## config.mk

```make
export PLATFORM = sky130hd
export DESIGN_NAME = accumulate_ctrl
export DESIGN_NICKNAME = d
export VERILOG_FILES = /design/src/rtl/accumulate_ctrl.sv
export SDC_FILE = /design/constraint.sdc
export NUM_CORES = 1
export LEC_CHECK = 0
export ABC_AREA = 1
export CAP_MARGIN = 20
export CORE_MARGIN = 5
export CORE_UTILIZATION = 51
export DETAILED_ROUTE_END_ITERATION = 6
export GPL_TIMING_DRIVEN = 1
export PLACE_DENSITY_LB_ADDON = 0.2
export SYNTH_ARGS = -nofsm -noshare
export SYNTH_HDL_FRONTEND = slang
export SYNTH_SLANG_ARGS = --single-unit
```

## constraint.sdc

```tcl
create_clock -name Clk -period 2.1 [get_ports Clk]
set_input_delay 0.21 -clock Clk [delete_from_list [all_inputs] [get_ports Clk]]
set_output_delay 0.21 -clock Clk [all_outputs]
set_load 0.02 [all_outputs]
```

## src/rtl/accumulate_ctrl.sv

```systemverilog
// accumulate_ctrl
// Synchronizes and debounces the active-low accumulate push-button. Each
// debounced press adds the 8-bit switch value into a running sum, once.
//
// Ports:
//   Clk           system clock
//   Reset         synchronous, active-high reset
//   Accumulate_n  raw push-button, active-low, asynchronous, bouncy
//   Clear         synchronous, active-high; zeroes sum and overflow
//   SW[7:0]       operand, sampled only in the accumulate cycle
//   LED[7:0]      running sum (registered)
//   Overflow      sticky carry-out-of-bit-7 flag (registered)
//   Acc_pulse     one-cycle strobe on each accumulation (registered)
//   Busy          high whenever the FSM is not IDLE (state decode)
module accumulate_ctrl #(
    parameter int unsigned DEBOUNCE_CYCLES = 500000,
    parameter int unsigned CNT_W           = 20
) (
    input  logic       Clk,
    input  logic       Reset,
    input  logic       Accumulate_n,
    input  logic       Clear,
    input  logic [7:0] SW,
    output logic [7:0] LED,
    output logic       Overflow,
    output logic       Acc_pulse,
    output logic       Busy
);

    localparam logic [1:0] ST_IDLE         = 2'd0;
    localparam logic [1:0] ST_PRESS_WAIT   = 2'd1;
    localparam logic [1:0] ST_HELD         = 2'd2;
    localparam logic [1:0] ST_RELEASE_WAIT = 2'd3;

    localparam logic [CNT_W-1:0] CNT_LAST = CNT_W'(DEBOUNCE_CYCLES - 1);

    logic             sync1_q, sync1_d;
    logic             sync2_q, sync2_d;
    logic [1:0]       state_q, state_d;
    logic [CNT_W-1:0] cnt_q,   cnt_d;
    logic [7:0]       led_q,   led_d;
    logic             ovf_q,   ovf_d;
    logic             pulse_q, pulse_d;

    logic             pressed;
    logic             acc_fire;
    logic [8:0]       sum9;

    assign pressed = ~sync2_q;
    assign sum9    = {1'b0, led_q} + {1'b0, SW};

    // Next-state, debounce counter and accumulator update
    always_comb begin
        sync1_d  = Accumulate_n;
        sync2_d  = sync1_q;
        state_d  = state_q;
        cnt_d    = cnt_q;
        led_d    = led_q;
        ovf_d    = ovf_q;
        pulse_d  = 1'b0;
        acc_fire = 1'b0;

        case (state_q)
            ST_IDLE: begin
                if (pressed) begin
                    state_d = ST_PRESS_WAIT;
                    cnt_d   = '0;
                end
            end
            ST_PRESS_WAIT: begin
                if (!pressed) begin
                    state_d = ST_IDLE;
                    cnt_d   = '0;
                end else if (cnt_q == CNT_LAST) begin
                    state_d  = ST_HELD;
                    acc_fire = 1'b1;
                end else begin
                    cnt_d = cnt_q + CNT_W'(1);
                end
            end
            ST_HELD: begin
                if (!pressed) begin
                    state_d = ST_RELEASE_WAIT;
                    cnt_d   = '0;
                end
            end
            ST_RELEASE_WAIT: begin
                if (pressed) begin
                    state_d = ST_HELD;
                end else if (cnt_q == CNT_LAST) begin
                    state_d = ST_IDLE;
                end else begin
                    cnt_d = cnt_q + CNT_W'(1);
                end
            end
            default: begin
                state_d = ST_IDLE;
                cnt_d   = '0;
            end
        endcase

        if (acc_fire) begin
            led_d   = sum9[7:0];
            pulse_d = 1'b1;
            if (sum9[8]) begin
                ovf_d = 1'b1;
            end
        end

        // Clear overrides a coincident accumulate; the press is still consumed
        if (Clear) begin
            led_d = 8'h00;
            ovf_d = 1'b0;
        end
    end

    // State and output registers
    always_ff @(posedge Clk) begin
        if (Reset) begin
            sync1_q <= 1'b1;
            sync2_q <= 1'b1;
            state_q <= ST_IDLE;
            cnt_q   <= '0;
            led_q   <= 8'h00;
            ovf_q   <= 1'b0;
            pulse_q <= 1'b0;
        end else begin
            sync1_q <= sync1_d;
            sync2_q <= sync2_d;
            state_q <= state_d;
            cnt_q   <= cnt_d;
            led_q   <= led_d;
            ovf_q   <= ovf_d;
            pulse_q <= pulse_d;
        end
    end

    assign LED       = led_q;
    assign Overflow  = ovf_q;
    assign Acc_pulse = pulse_q;
    assign Busy      = (state_q != ST_IDLE);

endmodule

```

Word-level counts from Yosys, hierarchy flattened. Index checks and enable logic that the tools add are counted.

Word-level logic and storage cells: 41. Input bits: 12. Bits in registers: 34. Output and inout bits: 11.

Reductions and logical operators: 6. Mux-type cells: 17. Add/sub/neg operators: 2. Eq/ne operators: 9.

Operators with widths (count): 20-bit two-way mux (5); 20-bit case mux with 4 select lines (1); 20-bit by 1-bit adder with 20-bit output (second input constant) (1); 20-bit by 19-bit equality test with 1-bit output (second input constant) (1); 2-bit two-way mux (6); 8-bit by 8-bit adder with 9-bit output (1); 2-bit case mux with 4 select lines (1); 2-bit inequality test (second input constant) (3); 3-bit inequality test (second input constant) (2); 2-bit equality test (second input constant) (2); 1-bit two-way mux (4); 4-bit AND reduction (1); 3-bit AND reduction (1); 2-bit by 1-bit equality test with 1-bit output (second input constant) (1); 2-bit logical NOT (1); 2-bit AND reduction (1); 2-bit nonzero test (1); 2-bit OR reduction (1).

Depth between registers and ports, before layout. Gate-level depths: netlist of the first run.

Depth in word-level cells: 5. Gate-level depth with buffers: 11.

Worst setup path after synthesis of the first run. Ideal clock, no wire load.

Path kind: flip-flop to flip-flop. Start point: register led_q[0], in the netlist LED[0]. End point: register led_q[6], in the netlist LED[6]. Path slack: 490 ps. Arrival time: 1496 ps. Cell stages (with the launch flop): 10. Clock period less this slack: 1610 ps. Path through: dfxtp_1 ha_1 fa_1 nand3_1 nand2_1 nand2_1 nand2_1 xor2_1 nor2_1 nor2_1.

Cells in the longest elaborated chain, start to end: 1.

Ends and longest elaborated chain: from (decl) (RTL line 41) `logic [7:0] led_q, led_d;`; from (signal assigned) (RTL line 132) `led_q <= led_d;`; 8-bit by 8-bit adder with 9-bit output (RTL line 50) `assign sum9 = {1'b0, led_q} + {1'b0, SW};`.

Every way passes these cells. A chain may end at the register's enable or synchronous reset.

Worst setup path in the final report of the first run.
Start point: register state_q[0]. End point: output port Busy.

Cells in the longest elaborated chain, start to end: 1.

Ends and longest elaborated chain: from (decl) (RTL line 39) `logic [1:0] state_q, state_d;`; from (signal assigned) (RTL line 130) `state_q <= state_d;`; 2-bit nonzero test (RTL line 141) `assign Busy = (state_q != ST_IDLE);`; to (decl) (RTL line 27) `output logic Busy`.

Every way passes these cells.

==> metrics.md, run 1 <==
| Metric | Value |
|---|---|
| Outcome | finished, final reports clean |
| Critical Path Source Type | flop |
| Post-Synthesis Cells | 361 |
| Dpl cells | 434 |
| Reg-to-reg endpoint | cnt_q[14] |
| Total GRT Usage | 18.6% |
| Power share of the sequential group | 49.8% |
| Switch share | approximately 22% |
| Die Y-Extent | 77.0 um |
| IO Count | 23 |
| Drt via density | around 5.1 |
| Pin count of the biggest net entering global routing | 17 |
| Area share of the largest cell type after synthesis | 29.8% |
| Final setup viols | 0 |
| Final GP Congestion | 0.896 |
| Initial DRC count | ~210 |
| Die W | just under 80 um |
| Rows | 24 |
| Post-DP Area | 0.00257 sq mm |
| Net Switching | around 290 uW |
| Sequential area share after synthesis | between 20% and 30% |
| CP max FO | 7 |
| Final nets | 411 |
| CTS tree | yes |
| Worst-Skew Late Latency | 0.28 ns |
| Fmax | 0.577 GHz |
| Area Growth Syn to Fin | 17.3% |
| Drt drc | 0 |
| First-pass GRT wire length | 9.20 mm |
| Sum Neg Setup Slack | 0 ns |
| CP Capture Type | output pin |
| Root Driver | clkbuf_8 |
| R2R depth | 8 |
| Fill cells | 400 |
| TritonRoute pass-1 iters | 4 |
| Average wire per standard cell | 11.8 um |
| DR vias | 2257 |
| Layout Cells excl Fill | 442 |
| Cell area after synthesis | 0.00229 sq mm |
| Setup ws final | roughly 0.37 ns |
| Final Util | 61.6% |
| CTS Hold Buffers Added | 0 |
| CTS resizes | 0 |
| Max-slew violation count | 0 |
| Post-synth EDFFs | 0 |
| Final hold viol count | 0 |
| Layout cells sized above 1 | a little under an eighth |
| Mapped Nets | 383 |
| CP Capture Point | Busy |
| Crit path DAT | 1.52 ns |
| Pre-CTS WS | 0.167 ns |
| Synth unique cells | 31 |
| Fin crit share | about 83% |
| Max_slew headroom | 63.5% |
| Hold WC Path Type | reg -> reg |
| Max-cap violations | 0 |
| IO Port Bufs | 22 |
| R2r startpoint | cnt_q[0] |
| ANT cells | 0 |
| Synth async-reset ratio | 0% |
| Antenna violations before repair | 0 |
| CTS Buffer Depth | 2 |
| Post-route cell area | 0.00268 sq mm |
| Ranking of synthesized cells by area | dfxtp_1, nand2_1, nor2_1 |
| Final wirelength | 5.23 mm |
| Power Dens Cells | approximately 490 mW/mm^2 |
| Setup crit start | state_q[0] |
| Synth area leader | dfxtp_1 |
| Initial core utilization | around 52% |
| Peak VDD IR | 350 uV |
| Clock power share | ~43% |
| RSZ-0062 raised after global routing | false |
| Post-detail-place hpwl | 4.10 mm |
| Post-CTS Setup Inserts | 0 |
| Number of routed nets with antenna violations | 0 |
| GRT overflow | 0 |
| Core ar. | 0.00435 sq mm |
| Flops & latches, synth | 34 |
| Clk slew on worst S/H paths | 0.06 ns |
| YS warnings | 0 |
| Reg2Reg Setup Slack | 0.42 ns |
| Num CTS Buffers | 5 |
| Number of global-route vias before repair | 2102 |
| Pleak | 0.00105 uW |
| Top FF cell, synth | dfxtp_1 |
| Clk_skew | 0.00661 ns |
| Slew @ Worst Pin | 0.546 ns |
| Logic pwr share | 7.1% |
| CTS Sinks | 34 |
| Min Tclk post-route | 1.73 ns |
| CP Data Required Time | about 1.9 ns |
| H-tree levels | 2 |
| Die area | around 0.0059 sq mm |
| Mapped Avg Cell Area | 6.33 sq um |
| CP Class | reg -> out |
| Internal power | 1020 uW |
[power groups by stage]
stage / clock network (uW) / registers (uW) / logic (uW)
final: 566 / 655 / 93.9
after global routing: 618 / 655 / 104
after CTS: 582 / 655 / 94.3
after detailed placement: 0 / 670 / 93.9
after global placement: 0 / 669 / 93.0
after floorplan: 0 / 668 / 56.1
[worst min path at each step]
stage | startpoint | to | cells after the start
5_1_grt | sync1_q | sync2_q | 1
6_report | sync1_q | sync2_q | 1
2_1_floorplan | Accumulate_n | sync1_q | 1
3_5_place_dp | sync1_q | sync2_q | 1
3_3_place_gp | sync1_q | sync2_q | 1
4_1_cts | sync1_q | sync2_q | 1
[state kept, by name (all words and copies together) (netlist names), named ones only]
name / cells
cnt_q: 20
LED: 8
Acc_pulse: 1
Overflow: 1
state_q: 1
sync1_q: 1
sync2_q: 1
[per-stage QoR]
stage,power [uW],hold WS [ns]
4_1_cts,1330,0.419
5_1_grt,1380,0.424
3_5_place_dp,764,0.399
2_1_floorplan,724,0.314
6_report,1320,0.416
3_3_place_gp,762,0.395
[layer usage]
layer  up-vias  GRT usage, %  part of all wire (%)
met5         -             0                     0
met4         0          5.94                   1.3
met3         9          4.10                   5.8
met2        57          29.6                    46
met1       991          24.9                    46
li1       1200             -                     -
[cells in the final DEF, fill, tap and decap left out, drive strengths merged]
master         instances
clkdlybuf4s50         22
nor2                  73
nand3                 31
nand4                  4
dfxtp                 34
inv                   40
o21a                   1
nand2                105
o21ai                 16
a21oi                 22
or2                    4
clkbuf                 8
a21boi                 1
buf                    4
xor2                   4
o21bai                 1
a31oi                  1
fa                     1
nand3b                 2
nor3                   6
xnor2                  1
ha                     9
[critical path: stages, from the launching register on]
cell and delay [ns]:
dfxtp_1 0.49, inv_2 0.08, nand2_1 0.08, clkdlybuf4s50_1 0.60
[synth_stat cells (2+ instances only)]
library cell,number
xor2_1,4
nor3_1,2
a21oi_1,22
nor3_2,3
nor2_2,4
inv_1,32
or2_2,4
nand3_1,28
nand4_1,3
o21ai_0,7
nor2_4,5
clkbuf_1,2
buf_4,3
nand3_2,3
nand3b_1,2
ha_1,9
o21ai_1,8
nand2_2,2
nor2_1,64
nand2_1,103
inv_2,8
dfxtp_1,34
[final cells by class]
cell class	count	area, sq um	share of cell area [%]
multi-input combinational	282	1430	53.1
sequential	34	681	25.4
timing repair buffer	26	250	9.33
inverter	40	150	5.60
clock buffer	8	110	4.11
tap	52	65.1	2.43
[cells by family (layout without fill, tap and decap cells)]
kind of cell	Yosys count	in the layout	synth area share [%]
XOR/XNOR	5	5	1.92
flip-flops	34	34	29.8
buffers and inverters	45	74	7.88
AND/OR/NAND/NOR	225	225	44.6
AO/OA/AOI/OAI	42	42	10.1
adder cells (fa/ha/maj)	10	10	5.80
(Power assumes the default switching activity.)
==> run 2: changes to the inputs <==
==> constraint.sdc (replaced) <==
create_clock -name Clk -period 1.8 [get_ports Clk]
set_input_delay 0.18 -clock Clk [delete_from_list [all_inputs] [get_ports Clk]]
set_output_delay 0.18 -clock Clk [all_outputs]
set_load 0.02 [all_outputs]
==> metrics.md, run 2 (synthesis gave the netlist of run 1 again) <==
| Metric | Value |
|---|---|
| Commonest non-fill, non-tap cell in the layout | nand2_1 (unchanged) |
| Post-detail-place hpwl | 4.23 mm (was 4.10 mm) |
| Number of routed nets with antenna violations | 0 (unchanged) |
| Initial DRC count | 177 (was 213) |
| Average wire per standard cell | 12.2 um (was 11.8 um) |
| Die W | 77.0 um (unchanged) |
| Die Y-Extent | 77.0 um (unchanged) |
| Max FFs per register | 20 (unchanged) |
| DR vias | 2308 (was 2257) |
| IO Count | 23 (unchanged) |
| CTS Buffer Depth | 2 (unchanged) |
| Layout Cells excl Fill | 445 (was 442) |
| GRT overflow | 0 (unchanged) |
| Num CTS Buffers | 5 (unchanged) |
| CP Capture Type | output pin (unchanged) |
| Power Dens Cells | 551 mW/mm^2 (was 491 mW/mm^2) |
| Crit path DAT | 1.49 ns (was 1.52 ns) |
| Dpl cells | 435 (was 434) |
| Pin count of the biggest net entering global routing | 16 (was 17) |
| CP max FO | 6 (was 7) |
| Post-DP Area | 0.00258 sq mm (was 0.00257 sq mm) |
| Pleak | 0.00107 uW (was 0.00105 uW) |
| Antenna violations before repair | 0 (unchanged) |
| H-tree levels | 2 (unchanged) |
| Drt drc | 0 (unchanged) |
| Fmax | 0.598 GHz |
| Worst-Skew Late Latency | 0.29 ns (was 0.28 ns) |
| TritonRoute pass-1 iters | 6 (was 4) |
| Final Util | 61.9% (was 61.6%) |
| Core ar. | 0.00435 sq mm (unchanged) |
| Hold WC Path Type | reg -> reg (unchanged) |
| CTS Sinks | 34 (unchanged) |
| Slew @ Worst Pin | 0.557 ns (was 0.546 ns) |
| Crit path largest cell delay | 0.60 ns (about the same) |
| Max-cap violations | 0 (unchanged) |
| Outcome | finished, final reports clean (unchanged) |
| Rows | 24 (unchanged) |
| CTS tree | yes (unchanged) |
| Total GRT Usage | 19.2% (was 18.6%) |
| Layout cells sized above 1 | 12.2% (was 11.3%) |
| Max_slew headroom | 62.7% (was 63.5%) |
| Initial core utilization | 52.5% (unchanged) |
| Clk_skew | 0.00636 ns (was 0.00661 ns) |
| IO Port Bufs | 22 (unchanged) |
| Max-slew violation count | 0 (unchanged) |
| Peak VDD IR | 368 uV (was 350 uV) |
| Reg2Reg Setup Slack | 0.15 ns (was 0.42 ns) |
| CP Class | reg -> out (unchanged) |
| CP Cell Sequence | inv_2 -> nand2_1 -> clkdlybuf4s50_1 (unchanged) |
| CTS Hold Buffers Added | 0 (unchanged) |
| Drt via density | 5.19 (was 5.11) |
| Most frequent cells in the layout | nand2_1, nor2_1, dfxtp_1 (unchanged) |
| Number of global-route vias before repair | 2196 (was 2102) |
| Final nets | 414 (was 411) |
| ANT cells | 0 (unchanged) |
| Slowest CP cell | clkdlybuf4s50_1 (unchanged) |
| Fin crit share | slightly above 90% |
| Clk slew on worst S/H paths | 0.08 ns (was 0.06 ns) |
| Reg with most FFs | cnt_q (unchanged) |
| Post-route cell area | 0.00270 sq mm (was 0.00268 sq mm) |
| Area Growth Syn to Fin | 18.0% (was 17.3%) |
| Final wirelength | 5.41 mm (was 5.23 mm) |
| CP Data Required Time | 1.62 ns (was 1.89 ns) |
| Min Hold Slack | 0.428 ns (was 0.416 ns) |
| Die area | 0.00592 sq mm (unchanged) |
| Min Tclk post-route | 1.67 ns |
| Sum Neg Setup Slack | 0 ns (unchanged) |
| Final hold viol count | 0 (unchanged) |
| First-pass GRT wire length | 9.57 mm (was 9.20 mm) |
| Final GP Congestion | 0.925 (was 0.896) |
| Final setup viols | 0 (unchanged) |
| Root Driver | clkbuf_8 (unchanged) |
| Critical Path Source Type | flop (unchanged) |
==> run 2: cell types whose count changed in the layout (fill, tap and decap cells not counted), sizes merged <==
cell	change
buf	+3
clkbuf	-2
clkinv	+1
clkinvlp	+1
==> run 2: area by class of cell <==
class	instances	area, sq um
Fill cell	405	1660
Sequential cell	34	682
Tap cell	52	65.1
Clock inverter	2	12.5
Clock buffer	6	82.6
Inverter	40	150
Multi-Input combinational cell	282	1430
Timing Repair Buffer	29	273
==> run 2: stage by stage <==
stage / total power, uW / setup slack [ns]
after floorplan: 845 / 0.190
after global placement: 889 / -0.0821
after detailed placement: 890 / -0.0979
after CTS: 1490 / 0.0717
after global routing: 1540 / -0.0142
final: 1490 / 0.127
==> run 2: worst paths after layout <==
| kind | from | to | depth (start not counted) |
|---|---|---|---|
| worst max-delay path | flop | Busy | 3 |
| worst min register to register | sync1_q | sync2_q | 1 |
| worst max register to register | cnt_q[0] | LED[3] | 6 |
| worst min-delay path | sync1_q | sync2_q | 1 |
==> run 2: repair_timing <==
| action | 4_1_cts | 5_1_grt |
|---|---|---|
| gates resized for setup | 0 | 2 |
| buffers inserted | 0 | 2 |
| endpoints found under the setup margin | 0 | 3 |
==> run 2: routing by layer <==
metal,vias to the layer above,global-route usage [%],wire [um],share of wire (%)
met2,56,32.4,2520,47
li1,1212,-,-,-
met1,1034,24.4,2530,47
met5,-,0,0,0
met4,0,4.90,48,0.89
met3,6,4.45,313,5.8
==> run 2: power by group <==
group	switching [uW]	leakage, uW	internal [uW]
Sequential	6.62	0.000275	757
Clock	300	0.0000472	308
Combinational	61.1	0.000751	52.9
Total	367	0.00107	1120
==> run 2: worst max-delay path, delay by kind of cell, from the launching register on <==
family | cells | cell delay (ns)
flops | 1 | 0.44
simple gates | 1 | 0.07
buf+inv | 2 | 0.69
==> run 3: changes to the inputs <==
--- a/config.mk
+++ b/config.mk
@@ -5,7 +5,6 @@
 export SDC_FILE = /design/constraint.sdc
 export NUM_CORES = 1
 export LEC_CHECK = 0
-export ABC_AREA = 1
 export CAP_MARGIN = 20
 export CORE_MARGIN = 5
 export CORE_UTILIZATION = 51
==> constraint.sdc (replaced) <==
create_clock -name Clk -period 1.8 [get_ports Clk]
set_input_delay 0.54 -clock Clk [delete_from_list [all_inputs] [get_ports Clk]]
set_output_delay 0.54 -clock Clk [all_outputs]
set_load 0.02 [all_outputs]
==> metrics.md, run 3 <==
| Metric | Value |
|---|---|
| Outcome | finished, final reports clean (unchanged) |
| Most frequent cells in the layout | buf_4, nand2_1, dfxtp_1 (was nand2_1, nor2_1, dfxtp_1) |
| Average wire per standard cell | 17.3 um (was 12.2 um) |
| Hold WC Path Type | reg -> reg (unchanged) |
| Synth area leader | dfxtp_1 (unchanged) |
| Adder-cell share of the synthesized area | 6.58% (was 5.80%) |
| Final wirelength | 6.21 mm (was 5.41 mm) |
| Max FFs per register | 20 (unchanged) |
| Final hold viol count | 0 (unchanged) |
| Area Growth Syn to Fin | 40.9% (was 18.0%) |
| H-tree levels | 2 (unchanged) |
| Layout cells sized above 1 | 29.7% (was 12.2%) |
| Drt via density | 6.13 (was 5.19) |
| Final nets | 331 (was 414) |
| Post-Synthesis Cells | 251 (was 361) |
| CTS Buffer Depth | 2 (unchanged) |
| TritonRoute pass-1 iters | 5 (was 6) |
| CP Cell Sequence | dlygate4sd2_1 -> ha_4 -> o21ai_2 -> o21ai_1 -> a21oi_1 -> or4_1 -> nand3_1 (was inv_2 -> nand2_1 -> clkdlybuf4s50_1) |
| Ranking of synthesized cells by area | dfxtp_1, ha_1, nand2_1 (was dfxtp_1, nand2_1, nor2_1) |
| Largest family of logic cells by synthesized area | simple AND/OR/NAND/NOR gates (unchanged) |
| Max_slew headroom | 70.8% (was 62.7%) |
| Most frequent cell after synthesis | dfxtp_1 (was nand2_1) |
| Critical Path Source Type | input port (was flop) |
| Slew @ Worst Pin | 0.435 ns (was 0.557 ns) |
| IO Port Bufs | 22 (unchanged) |
| GRT busiest layer | met2 (unchanged) |
| CTS Hold Buffers Added | 0 (unchanged) |
| Power Dens Cells | 568 mW/mm^2 (was 551 mW/mm^2) |
| Final GP Congestion | 0.904 (was 0.925) |
| CP Capture Type | flop (was output pin) |
| Post-synth top cells | dfxtp_1, nand2_1, a21oi_1, nor2_1, o21ai_0 (was nand2_1, nor2_1, dfxtp_1, inv_1, nand3_1) |
| YS warnings | 0 (unchanged) |
| Fmax | 0.565 GHz (was 0.598 GHz) |
| Synth unique cells | 54 (was 31) |
| Peak VDD IR | 656 uV (was 368 uV) |
| Clk slew on worst S/H paths | 0.08 ns (about the same) |
| Pin count of the biggest net entering global routing | 16 (unchanged) |
| Final Util | 75.9% (was 61.9%) |
| Hold path depth | 1 (unchanged) |
| Mapped Avg Cell Area | 8.03 sq um (was 6.33 sq um) |
| Die area | 0.00531 sq mm (was 0.00592 sq mm) |
| Clk_skew | 0.00939 ns (was 0.00636 ns) |
| RSZ-0062 raised after global routing | true |
| Initial core utilization | 53.8% (was 52.5%) |
| Cell area after synthesis | 0.00202 sq mm (was 0.00229 sq mm) |
| Post-synthesis xor/xnor area fraction | 2.61% (was 1.92%) |
| CP max FO | 3 (was 6) |
| Mapped Nets | 273 (was 383) |
| Sum Neg Setup Slack | 0 ns (unchanged) |
| Fraction of met1 tracks used by global routing | 30.7% (was 24.4%) |
| Worst path bufs/invs | 1 (was 2) |
| Top FF cell, synth | dfxtp_1 (unchanged) |
| Slowest CP cell | or4_1 (was clkdlybuf4s50_1) |
| Rows | 22 (was 24) |
| GRT overflow | 0 (unchanged) |
| Crit path DAT | 2.01 ns (was 1.49 ns) |
| M3 GR Usage | 5.65% (was 4.45%) |
| CP top delay family | simple AND/OR/NAND/NOR gates (was buffers and inverters) |
| Max-slew violation count | 0 (unchanged) |
| Post-synth EDFFs | 0 (unchanged) |
| Reg-to-reg endpoint | LED[6] (was LED[3]) |
| CTS Sinks | 34 (unchanged) |
| Hold wc startpoint | sync1_q (unchanged) |
| Number of routed nets with antenna violations | 0 (unchanged) |
| Simple-gate share of the synthesized area | 30.0% (was 44.6%) |
| R2R depth | 7 (was 6) |
| Die Y-Extent | 72.9 um (was 77.0 um) |
| Die W | 72.9 um (was 77.0 um) |
| CP Depth | 7 (was 3) |
| Reg2Reg Setup Slack | 0.03 ns (was 0.15 ns) |
| Worst-Skew Late Latency | 0.29 ns (about the same) |
| Number of global-route vias before repair | 2126 (was 2196) |
| Synth async-reset ratio | 0% (unchanged) |
| First-pass GRT wire length | 9.93 mm (was 9.57 mm) |
| Drt drc | 0 (unchanged) |
| Root Driver | clkbuf_8 (unchanged) |
| CP Class | in -> reg (was reg -> out) |
| Core ar. | 0.00374 sq mm (was 0.00435 sq mm) |
| Min Tclk post-route | 1.77 ns (was 1.67 ns) |
| Synth Area in Compound Gates | 23.5% (was 10.1%) |
| Commonest non-fill, non-tap cell in the layout | buf_4 (was nand2_1) |
| Fin crit share | 98.3% (was 92.9%) |
| Hold path endpoint | sync2_q (unchanged) |
| Max-cap violations | 0 (unchanged) |
| Grt met2 use | 37.3% (was 32.4%) |
| Initial DRC count | 324 (was 177) |
| Reg with most FFs | cnt_q (unchanged) |
| Num CTS Buffers | 5 (unchanged) |
| CTS tree | yes (unchanged) |
| Min Hold Slack | 0.416 ns (was 0.428 ns) |
| Area share of the largest cell type after synthesis | 33.8% (was 29.8%) |
| Post-synthesis mux area share | 0.497% (was 0%) |
| Flops & latches, synth | 34 (unchanged) |
| ANT cells | 0 (unchanged) |
| Post-detail-place hpwl | 4.07 mm (was 4.23 mm) |
| Antenna violations before repair | 0 (unchanged) |
| Crit path largest cell delay | 0.42 ns (was 0.60 ns) |
| IO Count | 23 (unchanged) |
| Final Power | 1610 uW (was 1490 uW) |
| Pleak | 0.00111 uW (was 0.00107 uW) |
| Final setup viols | 0 (unchanged) |
| Total GRT Usage | 23.6% (was 19.2%) |
| DR vias | 2193 (was 2308) |
| R2r startpoint | LED[0] (was cnt_q[0]) |
| CP Data Required Time | 2.04 ns (was 1.62 ns) |
| Sequential area share after synthesis | 33.8% (was 29.8%) |
## run 3: cell types whose count changed in the layout (fill, tap and decap cells not counted), moves of 16 or more
cell	change
buf_4	+30
clkdlybuf4s50_1	-17
inv_1	-27
nand2_1	-74
nand3_1	-16
nor2_1	-48
## run 3: metrics by stage
| step | setup WS, ns | instance area (sq um) | instances |
|---|---|---|---|
| 6_report | 0.0301 | 2840 | 358 |
| 5_1_grt | -0.0302 | 2840 | 358 |
| 4_1_cts | -0.0242 | 2730 | 359 |
| 3_5_place_dp | -0.642 | 2510 | 345 |
| 3_3_place_gp | -0.544 | 2510 | 345 |
| 2_1_floorplan | -0.0597 | 2020 | 251 |
## run 3: final cells by class
| type | instances | area [sq um] |
|---|---|---|
| multi-input combinational | 203 | 1460 |
| fill | 266 | 903 |
| sequential | 34 | 692 |
| timing repair buffer | 60 | 498 |
| clock buffer | 5 | 68.8 |
| tap | 48 | 60.1 |
| clock inverter | 3 | 40.0 |
| inverter | 5 | 18.8 |
## run 3: kinds of logic (layout without fill, tap and decap cells)
| group | Yosys count | after routing |
|---|---|---|
| buf+inv | 14 | 73 |
| compound gates | 75 | 75 |
| xor+xnor | 6 | 6 |
| mux | 1 | 1 |
| fa+ha+maj | 10 | 10 |
| flops | 34 | 34 |
| simple gates | 111 | 111 |
## run 3: what timing repair did
item	in CTS	in global routing
pin swaps	13	16
resized for setup	33	31
setup buffers	6	0
endpoints found under the setup margin	14	19
endpoints found under the hold margin	0	0
## run 3: how the worst max path moves through the flow
stage	start	to	slack, ns
after CTS	LED[0]	Overflow	-0.02
final	SW[3]	LED[5]	0.03
after floorplan	SW[0]	Overflow	-0.06
after global routing	LED[0]	LED[6]	-0.03
after global placement	SW[1]	LED[7]	-0.54
after detailed placement	SW[1]	LED[7]	-0.64
## run 3: report_power, final
| part | leakage [uW] | internal (uW) | switching (uW) |
|---|---|---|---|
| Sequential | 0.000278 | 755 | 3.04 |
| Combinational | 0.000771 | 71.1 | 75.7 |
| Clock | 0.0000579 | 408 | 299 |
| Total | 0.00111 | 1230 | 378 |
## run 3: per-layer routing
layer / vias up / share of wire [%]
met5: - / 0
met4: 0 / 1.9
met3: 16 / 7.0
met2: 97 / 48
met1: 1017 / 43
li1: 1063 / -
